### src/rtl/rr_reg_bank_arbiter.sv
// rr_reg_bank_arbiter
//
// Round-robin arbiter and access sequencer for a small bank of data
// registers shared by NUM_REQ requesters. Each requester issues a single
// read or write through a req/gnt/ack handshake. Accesses are serialised
// through a three-state FSM (IDLE -> GRANT -> ACK), so at most one access
// completes every three cycles. The whole bank is also exposed continuously
// on regs_o for downstream logic.
//
// Ports:
//   clk_i    rising-edge clock
//   rst_i    asynchronous reset, active-high
//   req_i    per-requester request, held high until ack
//   we_i     per-requester write enable (1 = write, 0 = read)
//   addr_i   packed addresses, requester i at [i*ADDR_W +: ADDR_W]
//   wdata_i  packed write data, requester i at [i*DATA_W +: DATA_W]
//   gnt_o    registered one-hot grant
//   ack_o    one-cycle completion pulse for the granted requester
//   err_o    valid with ack_o: the access addressed a register >= NUM_REGS
//   rdata_o  read data, valid while ack_o is high, held until the next
//            read or error completion
//   regs_o   packed contents of all registers, register r at [r*DATA_W +: DATA_W]
//
// Optional feature macro: RR_REQ0_PRIO_EN
//   When defined, requester 0 has fixed highest priority and requesters
//   1..NUM_REQ-1 rotate among themselves. When undefined, pure round-robin
//   across all requesters.

module rr_reg_bank_arbiter #(
  parameter int NUM_REQ  = 4,
  parameter int DATA_W   = 4,
  parameter int NUM_REGS = 4,
  parameter int ADDR_W   = 2
) (
  input  logic                       clk_i,
  input  logic                       rst_i,
  input  logic [NUM_REQ-1:0]         req_i,
  input  logic [NUM_REQ-1:0]         we_i,
  input  logic [NUM_REQ*ADDR_W-1:0]  addr_i,
  input  logic [NUM_REQ*DATA_W-1:0]  wdata_i,
  output logic [NUM_REQ-1:0]         gnt_o,
  output logic                       ack_o,
  output logic                       err_o,
  output logic [DATA_W-1:0]          rdata_o,
  output logic [NUM_REGS*DATA_W-1:0] regs_o
);

  localparam int IDX_W = (NUM_REQ > 1) ? $clog2(NUM_REQ) : 1;

  typedef enum logic [1:0] {
    IDLE,
    GRANT,
    ACK
  } state_t;

  state_t              state_q, state_d;
  logic [NUM_REQ-1:0]  gnt_q, gnt_d;
  logic [IDX_W-1:0]    gntIdx_q, gntIdx_d;
  logic [IDX_W-1:0]    last_q, last_d;
  logic                ack_q, ack_d;
  logic                err_q, err_d;
  logic [DATA_W-1:0]   rdata_q, rdata_d;
  logic [DATA_W-1:0]   regs_q [NUM_REGS];

  logic                pickValid;
  logic [IDX_W-1:0]    pickIdx;
  int                  scanIdx;

  logic                curReq;
  logic                curWe;
  logic [ADDR_W-1:0]   curAddr;
  logic [DATA_W-1:0]   curWdata;
  logic                inRange;
  logic [DATA_W-1:0]   readVal;

  logic                wrEn;
  logic [ADDR_W-1:0]   wrAddr;
  logic [DATA_W-1:0]   wrData;

  // Arbitration: scan last+1, last+2, ... with wrap so the most recently
  // served requester is considered last. With the priority option, a
  // pending req[0] claims the grant before the scan, and the scan cannot
  // override it because it only takes the first hit while nothing is picked.
  always_comb begin
    pickValid = 1'b0;
    pickIdx   = '0;
    scanIdx   = 0;
`ifdef RR_REQ0_PRIO_EN
    if (req_i[0]) begin
      pickValid = 1'b1;
      pickIdx   = '0;
    end
`endif
    for (int k = 1; k <= NUM_REQ; k++) begin
      scanIdx = (int'(last_q) + k) % NUM_REQ;
      if (!pickValid && req_i[IDX_W'(scanIdx)]) begin
        pickValid = 1'b1;
        pickIdx   = IDX_W'(scanIdx);
      end
    end
  end

  // Fields of the currently granted requester, sampled at the GRANT edge.
  // The extra leading zero keeps the range compare meaningful when the bank
  // fills the whole address space.
  always_comb begin
    curReq   = req_i[gntIdx_q];
    curWe    = we_i[gntIdx_q];
    curAddr  = addr_i[int'(gntIdx_q)*ADDR_W +: ADDR_W];
    curWdata = wdata_i[int'(gntIdx_q)*DATA_W +: DATA_W];
    inRange  = ({1'b0, curAddr} < (ADDR_W+1)'(NUM_REGS));
  end

  // Read mux written as a compare loop so an out-of-range address never
  // indexes past the end of the bank.
  always_comb begin
    readVal = '0;
    for (int r = 0; r < NUM_REGS; r++) begin
      if (curAddr == ADDR_W'(r)) begin
        readVal = regs_q[r];
      end
    end
  end

  // Next-state and datapath control. ack/err default low so they pulse for
  // exactly the one ACK cycle; rdata and the pointer hold unless an access
  // completes. An aborted grant (req dropped) returns to IDLE with no side
  // effects and leaves the rotation pointer alone.
  always_comb begin
    state_d  = state_q;
    gnt_d    = gnt_q;
    gntIdx_d = gntIdx_q;
    last_d   = last_q;
    ack_d    = 1'b0;
    err_d    = 1'b0;
    rdata_d  = rdata_q;
    wrEn     = 1'b0;
    wrAddr   = curAddr;
    wrData   = curWdata;

    case (state_q)
      IDLE: begin
        gnt_d = '0;
        if (pickValid) begin
          gnt_d    = {{(NUM_REQ-1){1'b0}}, 1'b1} << pickIdx;
          gntIdx_d = pickIdx;
          state_d  = GRANT;
        end
      end

      GRANT: begin
        gnt_d   = '0;
        state_d = IDLE;
        if (curReq) begin
          ack_d   = 1'b1;
          state_d = ACK;
`ifdef RR_REQ0_PRIO_EN
          if (gntIdx_q != '0) begin
            last_d = gntIdx_q;
          end
`else
          last_d = gntIdx_q;
`endif
          if (!inRange) begin
            err_d   = 1'b1;
            rdata_d = '0;
          end else if (curWe) begin
            wrEn = 1'b1;
          end else begin
            rdata_d = readVal;
          end
        end
      end

      ACK: begin
        gnt_d   = '0;
        state_d = IDLE;
      end

      default: begin
        gnt_d   = '0;
        state_d = IDLE;
      end
    endcase
  end

  // FSM and handshake registers. Reset points the rotation at the last
  // requester so requester 0 is served first.
  always_ff @(posedge clk_i or posedge rst_i) begin
    if (rst_i) begin
      state_q  <= IDLE;
      gnt_q    <= '0;
      gntIdx_q <= '0;
      last_q   <= IDX_W'(NUM_REQ - 1);
      ack_q    <= 1'b0;
      err_q    <= 1'b0;
      rdata_q  <= '0;
    end else begin
      state_q  <= state_d;
      gnt_q    <= gnt_d;
      gntIdx_q <= gntIdx_d;
      last_q   <= last_d;
      ack_q    <= ack_d;
      err_q    <= err_d;
      rdata_q  <= rdata_d;
    end
  end

  // Register bank. A reset during GRANT wins over the pending write, so an
  // in-flight write is discarded.
  always_ff @(posedge clk_i or posedge rst_i) begin
    if (rst_i) begin
      for (int r = 0; r < NUM_REGS; r++) begin
        regs_q[r] <= '0;
      end
    end else if (wrEn) begin
      for (int r = 0; r < NUM_REGS; r++) begin
        if (wrAddr == ADDR_W'(r)) begin
          regs_q[r] <= wrData;
        end
      end
    end
  end

  // Flatten the bank onto the packed output.
  always_comb begin
    regs_o = '0;
    for (int r = 0; r < NUM_REGS; r++) begin
      regs_o[r*DATA_W +: DATA_W] = regs_q[r];
    end
  end

  assign gnt_o   = gnt_q;
  assign ack_o   = ack_q;
  assign err_o   = err_q;
  assign rdata_o = rdata_q;

endmodule

### config.mk
export PLATFORM = sky130hd
export DESIGN_NAME = rr_reg_bank_arbiter
export DESIGN_NICKNAME = d
export VERILOG_FILES = /design/src/rtl/rr_reg_bank_arbiter.sv
export SDC_FILE = /design/constraint.sdc
export NUM_CORES = 1
export LEC_CHECK = 0
export CAP_MARGIN = 20
export CORE_MARGIN = 4
export CORE_UTILIZATION = 45
export DETAILED_ROUTE_END_ITERATION = 6
export PLACE_DENSITY = 0.91
export SYNTH_ARGS = -nofsm -noshare
export SYNTH_HDL_FRONTEND = slang
export SYNTH_SLANG_ARGS = --single-unit
export TNS_END_PERCENT = 1
### constraint.sdc
create_clock -name clk_i -period 6.7 [get_ports clk_i]
set_clock_uncertainty 0.15 [all_clocks]
set_input_delay 1.34 -clock clk_i [delete_from_list [all_inputs] [get_ports clk_i]]
set_output_delay 1.34 -clock clk_i [all_outputs]
set_load 0.1 [all_outputs]
# ---- Word level (Yosys, flattened, before mapping)
# Cells that the tools add are included.
dict set report op_classes {
  n_eq_ne 5
  add_sub_neg 4
  muxes 38
  shifts 3
  magnitude_cmp 5
  n_bitwise 1
  reduce_logical 15
}
# operator n
set op_table {}
lappend op_table {{$mux 4} 6}
lappend op_table {{$mux 1} 19}
lappend op_table {{$lt 2x4->1 const B} 4}
lappend op_table {{$shiftx 16x5->4} 1}
lappend op_table {{$bmux 1 s2} 6}
lappend op_table {{$mux 2} 6}
lappend op_table {{$reduce_and 2->1} 6}
lappend op_table {{$shiftx 8x4->2} 1}
lappend op_table {{$add 2x1->2 const B} 2}
lappend op_table {{$add 2x2->2 const B} 2}
lappend op_table {{$eq 2x1->1 const B} 2}
lappend op_table {{$eq 2x2->1 const B} 2}
lappend op_table {{$logic_not 2->1} 2}
lappend op_table {{$pmux 2 s2} 1}
lappend op_table {{$shl 1x2->4 const A} 1}
lappend op_table {{$logic_and 1x1->1} 3}
lappend op_table {{$logic_not 1->1} 3}
lappend op_table {{$lt 2x3->1 const B} 1}
lappend op_table {{$reduce_and 3->1} 1}
lappend op_table {{$ne 2x2->1 const B} 1}
lappend op_table {{$not 1->1} 1}
dict set report word_totals {
  out_inout_bits 26
  wordCells 81
  reg_bits 31
  input_bits 34
}

# ---- Depth between registers and ports, before layout
# Gate-level depths: netlist of run 1.
dict set report depth {
  word_depth 17
  ltp_mapped 6
}

# ---- Worst setup path after synthesis of run 1
# OpenSTA, ideal clock, no wires.
dict set report synth_timing {
  kind {in2reg}
  from {input port addr_i[2]}
  to {register regs_q (netlist bit regs_o[0])}
  t_arrival_ns 2.990
  required_time_ns 6.424
  setup_time_ns 0.126
  slack_ns 3.434
  cell_stages 5
  path_buffers 2
  path_cell_list {mux4_1 -> buf_2 -> or4_4 -> buf_6 -> mux2_4}
}
dict set report synth_between {
  elab_chain_cells 3
}
# element line
set synth_rtl {}
lappend synth_rtl {{start: declaration} 39} ;# input logic [NUM_REQ*ADDR_W-1:0] addr_i,
lappend synth_rtl {{$shiftx 8x4->2} 109} ;# curAddr = addr_i[int'(gntIdx_q)*ADDR_W +: ADDR_W];
lappend synth_rtl {{$logic_not 2->1} 218} ;# if (wrAddr == ADDR_W'(r)) begin
lappend synth_rtl {{$reduce_and 2->1 (no line)} --}
lappend synth_rtl {{end signal: indexed assignment} 219} ;# regs_q[r] <= wrData;
lappend synth_rtl {{end: declaration} 63} ;# logic [DATA_W-1:0] regs_q [NUM_REGS];
# No other way between the ends.
# A chain may end at the register's enable or synchronous reset.

# ---- Final worst setup path of run 1
dict set report layout_timing {
  from {input port addr_i[2]}
  to {register regs_q (netlist bit regs_o[3])}
}
# The elaborated chain is that of the path after synthesis.

==> results of run 1 <==
## layer usage
metal / GRT usage / up-vias
li1: - / 576
met1: 0.224 / 615
met2: 0.364 / 43
met3: 0.0486 / 3
met4: 0.0511 / 0
met5: 0 / -
## state kept, by name, indices dropped and copies added, names as in the netlist
register and flops:
rdata_o 4, gntIdx_q 2, regs_o 16, last_q 2, ack_o 1, gnt_o 4, state_q 2
## worst paths after layout
path,from,endpoint
worst min-delay path,rdata_o[0],rdata_o[0]
worst min register to register,rdata_o[0],rdata_o[0]
worst max register to register,gntIdx_q[0],regs_o[3]
min in group asynchronous,rst_i,gnt_o[1]
max in group asynchronous,rst_i,last_q[1]
worst max-delay path,addr_i[2],regs_o[3]
## final cells by class
| class | count | area, um^2 | area share |
|---|---|---|---|
| clock buffer | 6 | 82.6 | 0.0347 |
| clock inverter | 2 | 35.0 | 0.0147 |
| inverter | 7 | 26.3 | 0.0110 |
| multi-input combinational | 78 | 795 | 0.334 |
| sequential | 31 | 778 | 0.327 |
| tap | 46 | 57.6 | 0.0242 |
| timing repair buffer | 59 | 608 | 0.255 |
## logic make-up (layout without fill, tap and decap cells)
family,Yosys count,in the layout,share of synthesized area
muxes,43,43,0.349
buffers and inverters,14,74,0.0527
DFF,31,31,0.469
and+or+nand+nor,19,19,0.0708
AOI/OAI and AO/OA,15,15,0.0565
other,1,1,0.00226
## worst max-delay path: stages
cell             delay [ns]
clkdlybuf4s50_1        0.39
mux4_1                 0.82
or4_4                  0.68
mux2_4                 0.32
## metrics by stage
step / util / area (um^2) / worst slack, ns
after floorplan: - / 1660 / 3.43
after global placement: 0.650 / 2240 / 2.92
after detailed placement: 0.650 / 2240 / 2.89
after CTS: 0.684 / 2350 / 3.18
after global routing: 0.692 / 2380 / 3.12
final: 0.692 / 2380 / 3.17
## synth_stat cells, types with 2 or more instances
cell | count | area share
or4_4 | 2 | 0.014
dfrtp_1 | 29 | 0.44
buf_6 | 4 | 0.027
mux2_2 | 6 | 0.041
nor2b_1 | 3 | 0.011
nor3_1 | 3 | 0.0090
nor2_1 | 5 | 0.011
mux4_2 | 6 | 0.081
and2_1 | 2 | 0.0075
mux2i_1 | 14 | 0.084
a21oi_1 | 4 | 0.012
mux2_4 | 8 | 0.072
dfstp_2 | 2 | 0.032
inv_1 | 5 | 0.011
nor3_2 | 2 | 0.012
o21ai_1 | 3 | 0.0090
mux2_1 | 8 | 0.054
## cells in the final DEF, fill, tap and decap left out
| cell | n |
|---|---|
| conb_1 | 1 |
| o31ai_1 | 1 |
| nand2b_1 | 1 |
| mux2_1 | 8 |
| nor3_1 | 3 |
| nand2_1 | 1 |
| a211o_1 | 1 |
| dfrtp_1 | 29 |
| o211ai_1 | 1 |
| mux4_2 | 6 |
| o21ai_0 | 1 |
| inv_1 | 5 |
| o22ai_1 | 1 |
| nor2b_1 | 3 |
| clkdlybuf4s50_1 | 58 |
| mux2_4 | 8 |
| clkinv_2 | 1 |
| a211oi_1 | 1 |
| inv_2 | 1 |
| a21bo_1 | 1 |
| mux4_1 | 1 |
| clkinv_1 | 1 |
| nor2_1 | 5 |
| mux2i_1 | 14 |
| nor3_2 | 2 |
| buf_16 | 1 |
| a21oi_1 | 4 |
| a31oi_1 | 1 |
| or4_4 | 2 |
| o21ai_1 | 3 |
| clkbuf_8 | 6 |
| dfstp_2 | 2 |
| mux2_2 | 6 |
| and2_1 | 2 |
| bufinv_16 | 1 |
==> results.cfg, run 1 <==
[synthesis]
syn-num-nets = 157
synth_area_per_cell_um2 = 13.5
seq_area_frac_synth = 0.469
syn_area_um2 = 1660
syn_inst = 123
synth-seq-cells = 31
synth_edf_count = 0
synth_top_flop_cell = dfrtp_1
async_reset_ff_frac = 1.00
yosysWarnings = 0
synth_cell_types = 34

[routing]
dr.first_iter.drc_count = 69
dr_wl_met3_um = 236
drt-vias-per-instance = 5.40
top_layer_used = met4
wl_per_cell_um = 18.6
drc = 0
wl_met1_mm = 1.67
totalWireLength_mm = 4.26
wl_met2_mm = 2.33
ant_nets = 0
first_pass_iters = 4
num_vias = 1237

[clock_tree]
cts_tree = yes
htree_levels = 2
max-clock-path-buffers = 2
post_cts_resized = 0
root_buffer = clkbuf_8
cts_buffers = 5
clk_pin_slew_worst_paths_ns = 0.07
cts_num_sinks = 31
clk_latency_ns = 0.28
hold_buffers = 0
cts_setup_buffers = 0

[sta]
drv_slew = 0
max_freq_ghz = 0.283
setup_viol = 0
hold_viol = 0
setup_tns_ns = 0
finalCriticalPeriod_ns = 3.53
grt_setup_unrepaired = no
fin_crit_sh = 0.527
whs_ns = 0.368
tightestPinTransition_ns = 0.991
slew-limit-headroom = 0.337

[final_layout]
nets = 216
antennaDiodeCount = 0
final_cells = 229
fillers = 245
area_delta_synth_final_pct = 43.5
final_layout_size_suffix_gt1_frac = 0.197

[place]
dp.cells = 220
portBuffers = 58
dpl.hpwl_mm = 3.20
place_congestion = 0.850

[flow_run]
max_cap_viol_count = 0

[worst_setup_path]
cp.required_ns = 6.72
critPathKind = input port to register
r2r.worst_path.cells = 3
crit_arrival_ns = 3.54
critPathLaunchType = input port
endpoint_kind = register
regToRegSetupSlack_ns = 3.77
cp_max_fo = 11

[outcome]
outcome = finished, final reports clean

[floorplan]
die_h_um = 68.7
pin_count = 60
fp.dieW_um = 68.7
die_area_um2 = 4730
core-area_um2 = 3440
rows = 21
initial_core_util = 0.482

[worst_hold_path]
whs_path_depth = 1
min_path_type = register to register

[grt]
overflow = 0
antenna_found_initial = 0
grt_pass1_wl_mm = 6.69
grt_pass1_vias = 1415
track_usage = 0.196
grt_max_degree = 32
Power of run 1 is not shown: default switching activity piles up to over one toggle a cycle in this logic, so the estimate is an artifact.
==> run 2, diff against run 1 <==
--- a/config.mk
+++ b/config.mk
@@ -7,9 +7,9 @@
 export LEC_CHECK = 0
 export CAP_MARGIN = 20
 export CORE_MARGIN = 4
-export CORE_UTILIZATION = 45
+export CORE_UTILIZATION = 40
 export DETAILED_ROUTE_END_ITERATION = 6
-export PLACE_DENSITY = 0.91
+export PLACE_DENSITY = 0.86
 export SYNTH_ARGS = -nofsm -noshare
 export SYNTH_HDL_FRONTEND = slang
 export SYNTH_SLANG_ARGS = --single-unit
==> constraint.sdc (replaced) <==
create_clock -name clk_i -period 3 [get_ports clk_i]
set_clock_uncertainty 0.15 [all_clocks]
set_input_delay 0.6 -clock clk_i [delete_from_list [all_inputs] [get_ports clk_i]]
set_output_delay 0.6 -clock clk_i [all_outputs]
set_load 0.1 [all_outputs]
==> run 2 against run 1 <==
Net effect:
- register-to-register slack worse by 3.1 ns
- count of clock-buffer cells in the layout grew 1
- die area increased by 11%
- sequential share of layout area increased by 1.2 points
- first-iteration DRC count is 25% lower
- sequential cell count unchanged
- critical endpoint is now rdata_o[0]
==> results.cfg, run 2 (synthesized netlist as in run 1, its figures left out) <==
[final_layout]
final_common_cell = clkdlybuf4s50_1
nets = 219
antennaDiodeCount = 0
layout_common_cells = clkdlybuf4s50_1, dfrtp_1, buf_4
regArea_um2 = 778
fillers = 305
final_layout_size_suffix_gt1_frac = 0.339
largest_reg_flops = 16
area_delta_synth_final_pct = 38.6
multi_input_area_um2 = 795

[routing]
num_vias = 1229
dr.first_iter.drc_count = 52
totalWireLength_mm = 3.79
drt-vias-per-instance = 5.21
drc = 0
ant_nets = 0
first_pass_iters = 4
wl_per_cell_um = 16.1

[clock_tree]
cts_buffers = 5
post_cts_resized = 0
root_buffer = clkbuf_8
clk_latency_ns = 0.28
cts_setup_buffers = 0
cts_num_sinks = 31
hold_buffers = 0
max-clock-path-buffers = 2
htree_levels = 2
clk_pin_slew_worst_paths_ns = 0.06
cts_tree = yes

[grt]
grt_pass1_wl_mm = 6.13
grt_max_degree = 32
grt_pass1_vias = 1299
antenna_found_initial = 0
overflow = 0
track_usage = 0.154

[sta]
hold_viol = 0
drv_slew = 0
grt_setup_unrepaired = no
slew-limit-headroom = 0.501
setup_viol = 0
fin_crit_sh = 0.840
max_freq_ghz = 0.397
tightestPinTransition_ns = 0.743
setup_tns_ns = 0
finalCriticalPeriod_ns = 2.52

[floorplan]
initial_core_util = 0.415
pin_count = 60
rows = 23
fp.dieW_um = 72.4
die_h_um = 72.4
die_area_um2 = 5250
core-area_um2 = 4000

[place]
dpl.hpwl_mm = 2.94
portBuffers = 58
place_congestion = 0.884

[worst_setup_path]
cp_max_fo = 4
critPathLaunchType = input port
endpoint_kind = register
crit_arrival_ns = 2.53
cp.required_ns = 3.01
critPathKind = input port to register

[outcome]
outcome = finished, final reports clean

[worst_hold_path]
min_path_type = register to register

[flow_run]
max_cap_viol_count = 0
==> run 2: cell types whose count changed in the layout (fill, tap and decap cells not counted), sizes merged <==
cell / previous run / this run
clkbuf: 6 / 7
buf: 1 / 29
bufinv: 1 / 0
clkdlybuf4s50: 58 / 33
==> run 2: final cells by class <==
cell class,instances,share of cell area
Multi-Input combinational cell,78,0.345
Sequential cell,31,0.338
Timing Repair Buffer,62,0.238
Clock buffer,7,0.0375
Tap cell,50,0.0272
Inverter,7,0.0114
Clock inverter,1,0.00218
==> run 2: stage by stage <==
step	utilization	cell area [um^2]	cells	hold slack [ns]	setup WS [ns]
after global placement	0.552	2210	228	0.345	0.215
final	0.575	2300	236	0.365	0.479
after CTS	0.575	2300	236	0.367	0.496
after global routing	0.575	2300	236	0.390	0.371
after floorplan	-	1660	123	0.322	0.474
after detailed placement	0.552	2210	228	0.350	0.198
==> run 2: critical path, stage by stage <==
cell and delay [ns]:
clkdlybuf4s50_1 0.40, mux4_2 0.48, nor3_1 0.64, mux2_2 0.41
==> run 2: final timing paths <==
path / start / endpoint / slack [ns] / depth (start not counted)
worst max-delay path: we_i[2] / rdata_o[0] / 0.48 / 4
worst min-delay path: regs_o[13] / regs_o[13] / 0.36 / 1
worst max register to register: gntIdx_q[0] / rdata_o[0] / 0.64 / 3
worst min register to register: regs_o[13] / regs_o[13] / 0.36 / 1
max in group asynchronous: rst_i / last_q[1] / 1.83 / 3
min in group asynchronous: rst_i / ack_o / 0.54 / 3
==> run 2: metal layers <==
layer / global-route usage / vias up / share of wire
met4: 0.0553 / 0 / 0.017
met2: 0.261 / 50 / 0.50
met1: 0.186 / 598 / 0.41
met5: 0 / - / 0
li1: - / 572 / -
met3: 0.0471 / 9 / 0.075
Power of run 2 is left out for the same reason.
==> run 3, diff against run 2 <==
--- a/config.mk
+++ b/config.mk
@@ -7,9 +7,9 @@
 export LEC_CHECK = 0
 export CAP_MARGIN = 20
 export CORE_MARGIN = 4
-export CORE_UTILIZATION = 40
+export CORE_UTILIZATION = 44
 export DETAILED_ROUTE_END_ITERATION = 6
-export PLACE_DENSITY = 0.86
+export PLACE_DENSITY = 0.89
 export SYNTH_ARGS = -nofsm -noshare
 export SYNTH_HDL_FRONTEND = slang
 export SYNTH_SLANG_ARGS = --single-unit
==> constraint.sdc (replaced) <==
create_clock -name clk_i -period 2.5 [get_ports clk_i]
set_clock_uncertainty 0.15 [all_clocks]
set_input_delay 0.5 -clock clk_i [delete_from_list [all_inputs] [get_ports clk_i]]
set_output_delay 0.5 -clock clk_i [all_outputs]
set_load 0.1 [all_outputs]
==> run 3 against run 2 <==
Net effect:
- global-route usage grew 3.0 points
- critical path type unchanged
- largest cell class unchanged
- cell area grew 2.3%
- worst hold slack lost 0.0029 ns
- highest routed layer unchanged
- sequential cell count is the same
==> results.cfg, run 3 (synthesized netlist as in run 1, its figures left out) <==
[outcome]
outcome = finished, final reports clean

[routing]
drc = 0
totalWireLength_mm = 4.18
ant_nets = 0
wl_per_cell_um = 17.3
dr.first_iter.drc_count = 41
first_pass_iters = 4
num_vias = 1273
drt-vias-per-instance = 5.28

[final_layout]
area_delta_synth_final_pct = 41.8
final_layout_size_suffix_gt1_frac = 0.368
layout_common_cells = buf_4, clkdlybuf4s50_1, dfrtp_1
nets = 227
fillers = 292
final_common_cell = buf_4
antennaDiodeCount = 0
largest_reg_flops = 16

[sta]
grt_setup_unrepaired = no
fin_crit_sh = 0.946
setup_viol = 0
hold_viol = 0
finalCriticalPeriod_ns = 2.36
worst_slack_ns = 0.136
drv_slew = 0
max_freq_ghz = 0.423

[place]
dpl.hpwl_mm = 3.35
place_ws_ns = -0.153
portBuffers = 58
place_congestion = 0.900

[worst_hold_path]
min_path_type = register to register
holdPathEnd = rdata_o[1]
hold_path.startpoint = rdata_o[1]
whs_path_depth = 1

[worst_setup_path]
r2r.worst_path.cells = 3
cp_max_fo = 4
regToRegSetupSlack_ns = 0.21
cp.required_ns = 2.51
cp_slowest_cell = or4_4
crit_arrival_ns = 2.37
endpoint_kind = register
cp_top_family = multiplexers
max_stage_delay_ns = 0.60
r2r_end = regs_o[1]
path_cells = clkdlybuf4s50_1, mux4_1, or4_4, mux2_4
critPathKind = input port to register
path_buf_inv = 1
cp-startpoint = addr_i[2]
crit_cells = 4
critPathLaunchType = input port
r2r_start = gntIdx_q[0]

[clock_tree]
post_cts_resized = 0
clk_latency_ns = 0.28
root_buffer = clkbuf_8
cts_buffers = 5
htree_levels = 2
cts_setup_buffers = 0
cts_tree = yes
max-clock-path-buffers = 2
hold_buffers = 0
cts_num_sinks = 31
clk_pin_slew_worst_paths_ns = 0.06

[floorplan]
initial_core_util = 0.454
pin_count = 60
die_area_um2 = 4820
rows = 22
fp.dieW_um = 69.4
die_h_um = 69.4
core-area_um2 = 3660

[grt]
track_usage = 0.184
grt_max_degree = 32
grt_pass1_vias = 1445
overflow = 0
antenna_found_initial = 0
grt_pass1_wl_mm = 7.11

[flow_run]
max_cap_viol_count = 0
-- run 3: cell types whose count changed in the layout (fill, tap and decap cells not counted), sizes merged --
cell	before	now
buf	29	37
clkbuf	7	6
-- run 3: final cells by class --
class / count / area, um^2 / share of cell area
Clock buffer: 6 / 82.6 / 0.0351
Sequential cell: 31 / 778 / 0.330
Timing Repair Buffer: 70 / 608 / 0.258
Tap cell: 48 / 60.1 / 0.0255
Multi-Input combinational cell: 78 / 795 / 0.337
Inverter: 7 / 26.3 / 0.0112
Clock inverter: 1 / 5.00 / 0.00213
-- run 3: per-stage QoR --
stage / utilization / cells / TNS (ns) / hold slack (ns) / instance area [um^2]
global placement: 0.619 / 234 / -1.14 / 0.337 / 2270
detailed placement: 0.619 / 234 / -1.74 / 0.357 / 2270
finish: 0.643 / 241 / 0 / 0.362 / 2350
floorplan: - / 123 / 0 / 0.322 / 1660
CTS: 0.643 / 241 / 0 / 0.369 / 2350
global route: 0.643 / 241 / 0 / 0.391 / 2350
-- run 3: worst max path at each step --
stage                endpoint  slack (ns)
detailed placement  regs_o[2]       -0.15
global placement    regs_o[3]       -0.11
floorplan           regs_o[0]        0.07
finish              regs_o[1]        0.14
CTS                 regs_o[1]        0.14
global route        regs_o[9]        0.09
-- run 3: routing by layer --
layer / GRT usage / part of all wire / vias up
li1: - / - / 586
met1: 0.222 / 0.40 / 622
met2: 0.314 / 0.52 / 61
met3: 0.0594 / 0.068 / 4
met4: 0.0542 / 0.011 / 0
met5: 0 / 0 / -
Power of run 3 is left out for the same reason.
